### config.mk
export PLATFORM = sky130hd
export DESIGN_NAME = xor_seq_ctrl_flat
export DESIGN_NICKNAME = d
export VERILOG_FILES = /design/src/rtl/xor_eng_pkg.sv /design/src/rtl/xor_seq_ctrl_if.sv /design/src/rtl/xor_seq_ctrl_poll_timer.sv /design/src/rtl/xor_seq_ctrl.sv /design/src/flat_wrapper.sv
export SDC_FILE = /design/constraint.sdc
export NUM_CORES = 1
export LEC_CHECK = 0
export CORE_ASPECT_RATIO = 1.2
export CORE_MARGIN = 1
export CORE_UTILIZATION = 50
export CTS_BUF_LIST = sky130_fd_sc_hd__clkbuf_8
export DETAILED_ROUTE_END_ITERATION = 16
export PLACE_DENSITY = 0.84
export SYNTH_ARGS = -nofsm -noshare
export SYNTH_HDL_FRONTEND = slang
export SYNTH_HIERARCHICAL = 1
export SYNTH_SLANG_ARGS = --single-unit
export TNS_END_PERCENT = 1
### constraint.sdc
create_clock -name CLK -period 3.16 [get_ports CLK]
set_input_delay 0.316 -clock CLK [delete_from_list [all_inputs] [get_ports CLK]]
set_output_delay 0.316 -clock CLK [all_outputs]
set_load 0.02 [all_outputs]
### src/rtl/xor_eng_pkg.sv
// Shared constants for the XOR operand/result engine bus.
// Address map, data width and sequencer state encoding.
package xor_eng_pkg;

    localparam int XE_DATA_W = 1;
    localparam int XE_ADDR_W = 3;

    localparam logic [XE_ADDR_W-1:0] XE_ADDR_A     = 3'd4;
    localparam logic [XE_ADDR_W-1:0] XE_ADDR_B     = 3'd5;
    localparam logic [XE_ADDR_W-1:0] XE_ADDR_YSTAT = 3'd2;
    localparam logic [XE_ADDR_W-1:0] XE_ADDR_Y     = 3'd3;

    typedef enum logic [2:0] {
        S_IDLE,
        S_WR_A,
        S_WR_B,
        S_POLL_REQ,
        S_POLL_WAIT,
        S_RD_REQ,
        S_RD_WAIT,
        S_RESP
    } state_e;

endpackage

### src/rtl/xor_seq_ctrl_if.sv
// Operand/result streams plus the engine register bus.
// master = sequencer side, slave = engine/environment side.
interface xor_seq_ctrl_if
    import xor_eng_pkg::*;
#(
    parameter int DATA_W = XE_DATA_W,
    parameter int ADDR_W = XE_ADDR_W
);
    logic              op_valid;
    logic              op_ready;
    logic [DATA_W-1:0] op_a;
    logic [DATA_W-1:0] op_b;

    logic              res_valid;
    logic              res_ready;
    logic [DATA_W-1:0] res_data;

    logic              bus_wr_en;
    logic [ADDR_W-1:0] bus_wr_addr;
    logic [DATA_W-1:0] bus_wr_data;
    logic              bus_wr_rdy;
    logic              bus_rd_en;
    logic [ADDR_W-1:0] bus_rd_addr;
    logic [DATA_W-1:0] bus_rd_data;
    logic              bus_rd_rdy;

    modport master (
        input  op_valid, op_a, op_b, res_ready,
        input  bus_wr_rdy, bus_rd_data, bus_rd_rdy,
        output op_ready, res_valid, res_data,
        output bus_wr_en, bus_wr_addr, bus_wr_data,
        output bus_rd_en, bus_rd_addr
    );

    modport slave (
        output op_valid, op_a, op_b, res_ready,
        output bus_wr_rdy, bus_rd_data, bus_rd_rdy,
        input  op_ready, res_valid, res_data,
        input  bus_wr_en, bus_wr_addr, bus_wr_data,
        input  bus_rd_en, bus_rd_addr
    );

endinterface

### src/rtl/xor_seq_ctrl_poll_timer.sv
// Status-poll counter with limit compare; saturates, never wraps.
// Shared by bus masters that poll a status register.
module xor_seq_ctrl_poll_timer #(
    parameter int LIMIT = 16,
    parameter int CW    = $clog2(LIMIT + 1)
) (
    input  logic          CLK,
    input  logic          RST_N,
    input  logic          clr_i,
    input  logic          inc_i,
    output logic [CW-1:0] cnt_o,
    output logic          done_o
);

    logic [CW-1:0] cnt_q, cnt_d;

    // Next count: clear wins, increment stops at the limit.
    always_comb begin
        cnt_d = cnt_q;
        if (clr_i) begin
            cnt_d = '0;
        end else if (inc_i && (cnt_q != CW'(LIMIT))) begin
            cnt_d = cnt_q + 1'b1;
        end
    end

    // Count register.
    always_ff @(posedge CLK or negedge RST_N) begin
        if (!RST_N) begin
            cnt_q <= '0;
        end else begin
            cnt_q <= cnt_d;
        end
    end

    assign cnt_o  = cnt_q;
    assign done_o = (cnt_q == CW'(LIMIT));

endmodule

### src/rtl/xor_seq_ctrl.sv
// Bus-master sequencer: writes operand A/B, polls status,
// reads the XOR result and returns it on the result stream.
module xor_seq_ctrl
    import xor_eng_pkg::*;
#(
    parameter int                DATA_W     = XE_DATA_W,
    parameter int                ADDR_W     = XE_ADDR_W,
    parameter logic [ADDR_W-1:0] ADDR_A     = XE_ADDR_A,
    parameter logic [ADDR_W-1:0] ADDR_B     = XE_ADDR_B,
    parameter logic [ADDR_W-1:0] ADDR_YSTAT = XE_ADDR_YSTAT,
    parameter logic [ADDR_W-1:0] ADDR_Y     = XE_ADDR_Y,
    parameter int                POLL_LIMIT = 16
) (
    input  logic           CLK,
    input  logic           RST_N,
    xor_seq_ctrl_if.master io,
    output logic           busy,
    output logic           err_timeout,
    input  logic           err_clr
);

    localparam int CW = $clog2(POLL_LIMIT + 1);

    state_e state_q, state_d;

    logic [DATA_W-1:0] a_q, a_d;
    logic [DATA_W-1:0] b_q, b_d;
    logic [DATA_W-1:0] res_q, res_d;
    logic              err_q, err_d;

    logic              wr_en_q, wr_en_d;
    logic [ADDR_W-1:0] wr_addr_q, wr_addr_d;
    logic [DATA_W-1:0] wr_data_q, wr_data_d;
    logic              rd_en_q, rd_en_d;
    logic [ADDR_W-1:0] rd_addr_q, rd_addr_d;
    logic              op_rdy_q, op_rdy_d;
    logic              res_vld_q, res_vld_d;
    logic              busy_q, busy_d;

    logic              set_to;
    logic              poll_clr;
    logic              poll_inc;
    logic              poll_done;
    logic [CW-1:0]     poll_cnt;

    assign poll_clr = (state_q == S_WR_B) && io.bus_wr_rdy;
    assign poll_inc = (state_q == S_POLL_REQ);

    xor_seq_ctrl_poll_timer #(
        .LIMIT (POLL_LIMIT),
        .CW    (CW)
    ) u_poll (
        .CLK    (CLK),
        .RST_N  (RST_N),
        .clr_i  (poll_clr),
        .inc_i  (poll_inc),
        .cnt_o  (poll_cnt),
        .done_o (poll_done)
    );

    // Sequencer transitions; bus_rd_rdy only matters in wait states.
    always_comb begin
        state_d = state_q;
        a_d     = a_q;
        b_d     = b_q;
        res_d   = res_q;
        set_to  = 1'b0;
        unique case (state_q)
            S_IDLE: begin
                if (io.op_valid && op_rdy_q) begin
                    a_d     = io.op_a;
                    b_d     = io.op_b;
                    state_d = S_WR_A;
                end
            end
            S_WR_A: begin
                if (io.bus_wr_rdy) state_d = S_WR_B;
            end
            S_WR_B: begin
                if (io.bus_wr_rdy) state_d = S_POLL_REQ;
            end
            S_POLL_REQ: begin
                state_d = S_POLL_WAIT;
            end
            S_POLL_WAIT: begin
                if (io.bus_rd_rdy) begin
                    if (io.bus_rd_data[0]) begin
                        state_d = S_RD_REQ;
                    end else if (poll_done) begin
                        set_to  = 1'b1;
                        state_d = S_IDLE;
                    end else begin
                        state_d = S_POLL_REQ;
                    end
                end
            end
            S_RD_REQ: begin
                state_d = S_RD_WAIT;
            end
            S_RD_WAIT: begin
                if (io.bus_rd_rdy) begin
                    res_d   = io.bus_rd_data;
                    state_d = S_RESP;
                end
            end
            S_RESP: begin
                if (io.res_ready) state_d = S_IDLE;
            end
        endcase
    end

    // Output values for the next state, so every strobe is a flop.
    always_comb begin
        wr_en_d   = 1'b0;
        wr_addr_d = '0;
        wr_data_d = '0;
        rd_en_d   = 1'b0;
        rd_addr_d = '0;
        op_rdy_d  = (state_d == S_IDLE);
        res_vld_d = (state_d == S_RESP);
        busy_d    = (state_d != S_IDLE);
        unique case (1'b1)
            (state_d == S_WR_A): begin
                wr_en_d   = 1'b1;
                wr_addr_d = ADDR_A;
                wr_data_d = a_d;
            end
            (state_d == S_WR_B): begin
                wr_en_d   = 1'b1;
                wr_addr_d = ADDR_B;
                wr_data_d = b_d;
            end
            (state_d == S_POLL_REQ): begin
                rd_en_d   = 1'b1;
                rd_addr_d = ADDR_YSTAT;
            end
            (state_d == S_RD_REQ): begin
                rd_en_d   = 1'b1;
                rd_addr_d = ADDR_Y;
            end
            default: begin
            end
        endcase
    end

    // Sticky timeout: a new timeout beats a simultaneous clear.
    always_comb begin
        err_d = err_q;
        if (set_to) begin
            err_d = 1'b1;
        end else if (err_clr) begin
            err_d = 1'b0;
        end
    end

    // State, operand, result and registered output flops.
    always_ff @(posedge CLK or negedge RST_N) begin
        if (!RST_N) begin
            state_q   <= S_IDLE;
            a_q       <= '0;
            b_q       <= '0;
            res_q     <= '0;
            err_q     <= 1'b0;
            wr_en_q   <= 1'b0;
            wr_addr_q <= '0;
            wr_data_q <= '0;
            rd_en_q   <= 1'b0;
            rd_addr_q <= '0;
            op_rdy_q  <= 1'b0;
            res_vld_q <= 1'b0;
            busy_q    <= 1'b0;
        end else begin
            state_q   <= state_d;
            a_q       <= a_d;
            b_q       <= b_d;
            res_q     <= res_d;
            err_q     <= err_d;
            wr_en_q   <= wr_en_d;
            wr_addr_q <= wr_addr_d;
            wr_data_q <= wr_data_d;
            rd_en_q   <= rd_en_d;
            rd_addr_q <= rd_addr_d;
            op_rdy_q  <= op_rdy_d;
            res_vld_q <= res_vld_d;
            busy_q    <= busy_d;
        end
    end

    assign io.op_ready    = op_rdy_q;
    assign io.res_valid   = res_vld_q;
    assign io.res_data    = res_q;
    assign io.bus_wr_en   = wr_en_q;
    assign io.bus_wr_addr = wr_addr_q;
    assign io.bus_wr_data = wr_data_q;
    assign io.bus_rd_en   = rd_en_q;
    assign io.bus_rd_addr = rd_addr_q;
    assign busy           = busy_q;
    assign err_timeout    = err_q;

endmodule

### src/flat_wrapper.sv
// flat-port wrapper written by rule: the top's interface ports become plain ports
module xor_seq_ctrl_flat import xor_eng_pkg::*;
#(
    parameter int                DATA_W     = XE_DATA_W,
    parameter int                ADDR_W     = XE_ADDR_W,
    parameter logic [ADDR_W-1:0] ADDR_A     = XE_ADDR_A,
    parameter logic [ADDR_W-1:0] ADDR_B     = XE_ADDR_B,
    parameter logic [ADDR_W-1:0] ADDR_YSTAT = XE_ADDR_YSTAT,
    parameter logic [ADDR_W-1:0] ADDR_Y     = XE_ADDR_Y,
    parameter int                POLL_LIMIT = 16
)
  (CLK, RST_N, busy, err_timeout, err_clr, io_op_valid, io_op_a, io_op_b, io_res_ready, io_bus_wr_rdy, io_bus_rd_data, io_bus_rd_rdy, io_op_ready, io_res_valid, io_res_data, io_bus_wr_en, io_bus_wr_addr, io_bus_wr_data, io_bus_rd_en, io_bus_rd_addr);
  xor_seq_ctrl_if #(.DATA_W(DATA_W), .ADDR_W(ADDR_W)) io_i ();
  input  logic CLK;
  input  logic RST_N;
  output logic busy;
  output logic err_timeout;
  input  logic err_clr;
  input wire logic [$bits(io_i.op_valid)-1:0] io_op_valid;
  input wire logic [$bits(io_i.op_a)-1:0] io_op_a;
  input wire logic [$bits(io_i.op_b)-1:0] io_op_b;
  input wire logic [$bits(io_i.res_ready)-1:0] io_res_ready;
  input wire logic [$bits(io_i.bus_wr_rdy)-1:0] io_bus_wr_rdy;
  input wire logic [$bits(io_i.bus_rd_data)-1:0] io_bus_rd_data;
  input wire logic [$bits(io_i.bus_rd_rdy)-1:0] io_bus_rd_rdy;
  output wire logic [$bits(io_i.op_ready)-1:0] io_op_ready;
  output wire logic [$bits(io_i.res_valid)-1:0] io_res_valid;
  output wire logic [$bits(io_i.res_data)-1:0] io_res_data;
  output wire logic [$bits(io_i.bus_wr_en)-1:0] io_bus_wr_en;
  output wire logic [$bits(io_i.bus_wr_addr)-1:0] io_bus_wr_addr;
  output wire logic [$bits(io_i.bus_wr_data)-1:0] io_bus_wr_data;
  output wire logic [$bits(io_i.bus_rd_en)-1:0] io_bus_rd_en;
  output wire logic [$bits(io_i.bus_rd_addr)-1:0] io_bus_rd_addr;
  assign io_i.op_valid = io_op_valid;
  assign io_i.op_a = io_op_a;
  assign io_i.op_b = io_op_b;
  assign io_i.res_ready = io_res_ready;
  assign io_i.bus_wr_rdy = io_bus_wr_rdy;
  assign io_i.bus_rd_data = io_bus_rd_data;
  assign io_i.bus_rd_rdy = io_bus_rd_rdy;
  assign io_op_ready = io_i.op_ready;
  assign io_res_valid = io_i.res_valid;
  assign io_res_data = io_i.res_data;
  assign io_bus_wr_en = io_i.bus_wr_en;
  assign io_bus_wr_addr = io_i.bus_wr_addr;
  assign io_bus_wr_data = io_i.bus_wr_data;
  assign io_bus_rd_en = io_i.bus_rd_en;
  assign io_bus_rd_addr = io_i.bus_rd_addr;
  xor_seq_ctrl #(.DATA_W(DATA_W), .ADDR_W(ADDR_W), .ADDR_A(ADDR_A), .ADDR_B(ADDR_B), .ADDR_YSTAT(ADDR_YSTAT), .ADDR_Y(ADDR_Y), .POLL_LIMIT(POLL_LIMIT)) u_core (.CLK(CLK), .RST_N(RST_N), .io(io_i), .busy(busy), .err_timeout(err_timeout), .err_clr(err_clr));
endmodule
== After elaboration in Yosys (flattened, before gate mapping) ==
Index checks and enable logic that the tools add are counted.
Widths: inputs -> output; s select.

* $add $sub $neg: 1
* Multipliers: 0
* Div/mod/pow operators: 0
* Order comparisons: 0
* Eq/ne operators: 14
* Shift operators: 0
* Mux-type cells: 26
* Bitwise logic cells: 0
* Reductions and logical operators: 11

{| class="wikitable"
|+ Operator list
! operator !! count
|-
| $pmux 3 s8 || 1
|-
| $mux 3 || 7
|-
| $eq 3x3->1 const B || 6
|-
| $eq 3x2->1 const B || 4
|-
| $mux 1 || 12
|-
| $mux 5 || 2
|-
| $eq 3x1->1 const B || 2
|-
| $logic_not 3->1 || 2
|-
| $pmux 3 s2 || 1
|-
| $add 5x1->5 const B || 1
|-
| $eq 5x5->1 const B || 1
|-
| $ne 5x5->1 const B || 1
|-
| $pmux 2 s2 || 1
|-
| $reduce_bool 2->1 || 2
|-
| $reduce_or 2->1 || 2
|-
| $logic_and 1x1->1 || 3
|-
| $reduce_bool 3->1 || 1
|-
| $mux 2 || 1
|-
| $pmux 1 s2 || 1
|-
| $reduce_and 2->1 || 1
|}

* Bits in registers: 23
* Bits in latches: 0
* RAM bits: 0
* Memory bits (read-only): 0
* Input port bits: 10
* Output and inout bits: 14
* Logic and storage cells: 66
* Memories: 0

== Depth between registers and ports, before layout ==
* Depth in word-level cells: 8
* Gate-level depth with buffers: 8
* Depth with buffers taken out: 8

== By module ==
Netlist, hierarchy kept.

{| class="wikitable"
|+ By module, submodules not included
! module !! instances !! cells each !! area each (µm²) !! seq. area each (µm²)
|-
| xor_seq_ctrl || 1 || 64 || 713.2 || 375.4
|-
| xor_seq_ctrl_poll_timer || 1 || 27 || 280.3 || 125.1
|}

== Worst setup path before layout ==
Ideal clock, no wire load.

* Kind: reg-to-reg
* From: register u_core.u_poll.cnt_q[0] (netlist: u_core/u_poll/cnt_o[0])
* To: register u_core.wr_data_q (netlist: u_core/io.bus_wr_data)
* Library setup time: 78 ps
* Data arrival time: 1,975 ps
* Data required time: 3,082 ps
* Path slack: 1,107 ps
* Stages on the path, launching flop included: 9
* Path buffers: 0
* Period minus slack after synthesis: 2,053 ps
* Path through: dfrtp_1 inv_1 ha_1 and4bb_4 nand2b_1 a32o_2 a311o_4 or3b_1 a21oi_1

* Cells in the longest elaborated chain, start to end: 7
* Elaborated cells on any way between the ends: 8
* Classes of those cells: eq/ne: 3; mux: 5

{| class="wikitable"
|+ Ends and longest elaborated chain
! item !! RTL line !! RTL
|-
| from (decl) || xor_seq_ctrl_poll_timer.sv:15 || <nowiki>logic [CW-1:0] cnt_q, cnt_d;</nowiki>
|-
| from (signal assigned) || xor_seq_ctrl_poll_timer.sv:32 || <nowiki>cnt_q <= cnt_d;</nowiki>
|-
| $eq 5x5->1 (*) || xor_seq_ctrl_poll_timer.sv:37 || <nowiki>assign done_o = (cnt_q == CW'(LIMIT));</nowiki>
|-
| named net u_core.poll_done || xor_seq_ctrl.sv:43 || <nowiki>logic poll_done;</nowiki>
|-
| $mux 2 (*) || xor_seq_ctrl.sv:89 || <nowiki>end else if (poll_done) begin</nowiki>
|-
| $mux 3 (*) || xor_seq_ctrl.sv:87 || <nowiki>if (io.bus_rd_data[0]) begin</nowiki>
|-
| $mux 3 (*) || xor_seq_ctrl.sv:86 || <nowiki>if (io.bus_rd_rdy) begin</nowiki>
|-
| $pmux 3 s8 (*) || xor_seq_ctrl.sv:68 || <nowiki>unique case (state_q)</nowiki>
|-
| named net u_core.state_d[0] || xor_seq_ctrl.sv:24 || <nowiki>state_e state_q, state_d;</nowiki>
|-
| $eq 3x2->1 / $eq 3x1->1 (equally long branches) || xor_seq_ctrl.sv:128, xor_seq_ctrl.sv:123 ||
|-
| $pmux 1 s2 (*) || xor_seq_ctrl.sv:122 || <nowiki>unique case (1'b1)</nowiki>
|-
| named net u_core.wr_data_d || xor_seq_ctrl.sv:33 || <nowiki>logic [DATA_W-1:0] wr_data_q, wr_data_d;</nowiki>
|-
| to (signal assigned) || xor_seq_ctrl.sv:180 || <nowiki>wr_data_q <= wr_data_d;</nowiki>
|-
| to (decl) || xor_seq_ctrl.sv:33 ||
|}

Mark *: on every way through the listed nets, which the timed path passes. The rest lies on a longest branch.
A chain may end at the register's enable or synchronous reset.

== Final worst setup path ==
Ends and elaborated chain as after synthesis.

==> results.txt <==
- The run finished with clean final reports.
- Dividing the detail-routed wire length by the instance count gives 14.3 um.
- Transition at the pin with the smallest max-transition slack: 866 ps
* Final setup vio count: 0
- During synthesis, Yosys emitted a total of 6 warnings.
- From synthesis to final layout, the design area changed by 22.8%.
- Static leakage: 0.000545 uW
- Final GP Congestion: 0.814
- PostCTS Resize Cnt: 0
* Number of nets with antenna violations after detailed routing: 0
- Commonest non-fill, non-tap cells in the layout: clkdlybuf4s50_1, dfrtp_1, nor2_1
- Global-route wire length before repair: 3.20 mm
- Ranked by total cell area, the synthesized netlist is headed by dfrtp_1, mux2_2, nor2_1.
* Most common library cell in the layout ignoring fill and taps: clkdlybuf4s50_1
- Fill cells in the final layout number 145.
* Post-synthesis sequential area ratio: 0.504
- Endpoint kind of the worst setup timing path: register
- Hold_buf cts: 0
- In this run the power density over the cells is 889 nW/um^2.
- Post-synthesis cell area: 993 um^2
* Post-CTS Setup Bufs: 0
* Total Die Area: 2170 um^2
- Static timing analysis puts the maximum clock frequency at 0.450 GHz.
* Max rail drop VDD: 0.532 mV
* H-Tree Level Count: 1
- Row cnt: 17
* Die Width: 42.7 um
* Max-slew violations: 0
- Path type of the worst min-delay path: register to register
* Sink Count: 20
* CP Class: register to register
- Post-route setup TNS: 0 ps
- Using the TritonRoute via totals, the vias-per-cell ratio works out to 5.56.
- Slowest cell on the critical path: dfrtp_1
* Number of buffer and inverter stages on the critical path: 1
- CP Launch Type: register
* Number of buffers added on ports: 21
- Across the routed clock network, the largest skew measured is 1.04 ps.
* Top Family by Delay on Critical Path: compound AO/OA/AOI/OAI gates
- WL final: 1.85 mm
- In this run the worst path has a maximum fanout of 6.
- Via count of the first global-routing pass: 743
* Post-layout min period: 2220 ps
- Of the available clock period, the critical path in the final layout requires 0.703.
- Initial antenna violation count: 0
- In the post-route analysis, the smallest setup slack over all paths is 940 ps.
- Clock edge transition at the registers on the reported setup and hold paths: 60 ps
- In the global route stage, overall resource usage came out at 0.200.
- Number of endpoints with negative hold slack in the final report: 0
- Area leader, netlist: dfrtp_1
* Unique masters post-synth: 33
- The core region is 1850 um^2.
* Worst Setup Slack post-DPL: 958 ps
* Remaining global-route overflow: 0
* Clock tree from TritonCTS: built
* Maximum buffer depth of the clock tree: 2
* List of cells traversed by the critical path: inv_1 > ha_1 > and4bb_4 > nand2b_1 > a32o_2 > a311o_4 > or3b_1 > a21oi_1
* Worst path arrival time: 2390 ps
* Relative max-transition margin: 0.421
- Avg Cell Area, Syn: 10.9 um^2
- CP required: 3330 ps
- In the synthesized netlist, the number of instances is 91.
- The repair_antennas step left the layout with diodes totalling 0.
- Detailed placement finished with a half-perimeter wire length of 1.35 mm.
- Number of design rule violations left after detail routing: 0
- Clock tree synthesis selected as its root buffer the cell clkbuf_8.
- Vias after detailed routing: 717
- Buffers inserted during clock tree synthesis total 3.
- Total number of nets in the final design: 124
- Die extent in y: 50.8 um
- Slowest Stage Delay on Critical Path: 420 ps
- Starting DRC count in detailed routing: 19
* First-pass iteration count of the detailed router: 4
* Top cell type's share of synthesized area: 0.504
- Across the run, the number of max-cap violations was 0.
* Clock latency on the worst-skew pair: 250 ps
* Pin count of the biggest net entering global routing: 21
- Post-synthesis sequential element count: 20
* Initial core utilization: 0.537
- Setup repair after global routing left no endpoint under its margin.
* # IOs: 24
* Layout cells sized above 1: 0.136
through the flow:
stage                     hold WS, ps  area [um^2]  total power, uW  cells  utilization
after floorplan                  20.4          997              782     92            -
after global placement            481         1180              913    126        0.637
after detailed placement          489         1180              931    126        0.637
after CTS                         505         1220             1100    129        0.659
after global routing              521         1220             1160    129        0.659
final                             501         1220             1080    129        0.659
power by group:
part           leakage [uW]  total [uW]  switching (uW)  internal [uW]
Combinational      0.000265         504             262            242
Clock             0.0000216         155            70.0           84.5
Sequential         0.000259         426            77.9            348
Total              0.000545        1080             410            675
registers in the layout (all words and copies together), names as in the netlist:
signal	count
u_core/u_poll/cnt_o	5
u_core/io.op_ready	1
u_core/b_q	1
u_core/io.res_valid	1
u_core/io.res_data	1
u_core/err_timeout	1
u_core/a_q	1
u_core/io.bus_wr_data	1
u_core/io.bus_wr_addr	1
u_core/io.bus_wr_en	1
u_core/io.bus_rd_addr	2
u_core/state_q	3
u_core/busy	1
worst reg2reg max path, cell delays in order (launching register included):
cell and delay [ps]:
dfrtp_1 420, inv_1 90, ha_1 150, and4bb_4 270
nand2b_1 90, a32o_2 260, a311o_4 350, or3b_1 380
a21oi_1 150
layer usage:
layer	track usage	wire length [um]	vias to the layer above
li1	-	-	345
met1	0.235	715	341
met2	0.343	1020	29
met3	0.0565	106	2
met4	0.0729	10	0
met5	0	0	-
cells by family after synthesis:
| group | synth area share |
|---|---|
| AND/OR/NAND/NOR | 0.217 |
| flip-flops | 0.504 |
| AO/OA/AOI/OAI | 0.0869 |
| buffers and inverters | 0.0718 |
| multiplexers | 0.0655 |
| XOR/XNOR | 0.0265 |
| adder cells (fa/ha/maj) | 0.0252 |
| other | 0.00377 |
cell usage after synthesis:
master    count
mux2i_1       2
nor2_1       10
xor2_1        3
and4bb_4      1
and3_1        1
a311o_4       1
nor4bb_1      1
inv_1         5
or2_1         2
a32o_2        1
nor2_2        1
nand4_1       2
nand2_1       5
buf_4         4
or3b_1        1
or3_1         1
a211oi_1      1
nor4_1        1
a21oi_1       3
dfrtp_1      20
or2_2         1
or2b_1        1
buf_6         2
o41ai_1       1
nand3_1       1
o21ai_0       3
conb_1        1
nand2b_1      5
nor2b_2       1
ha_1          2
and3_2        2
a221oi_1      1
mux2_2        4
cell type report:
class | instances | area (um^2) | area share
Clock buffer | 3 | 41.3 | 0.0338
Inverter | 5 | 18.8 | 0.0154
Multi-Input combinational cell | 61 | 425 | 0.349
Tap cell | 19 | 23.8 | 0.0195
Timing Repair Buffer | 21 | 210 | 0.172
Sequential cell | 20 | 500 | 0.410
final timing paths:
kind	start	to	slack, ps	cells past startpoint
min in group asynchronous	RST_N	u_core/u_poll/cnt_o[4]	560	1
worst max register to register	u_core/u_poll/cnt_o[0]	u_core/io.bus_wr_data	940	8
max in group asynchronous	RST_N	u_core/state_q[2]	2070	1
worst min-delay path	u_core/a_q	u_core/a_q	500	1
worst max-delay path	u_core/u_poll/cnt_o[0]	u_core/io.bus_wr_data	940	8
worst min register to register	u_core/a_q	u_core/a_q	500	1
Power figures use the tool's default switching activity.
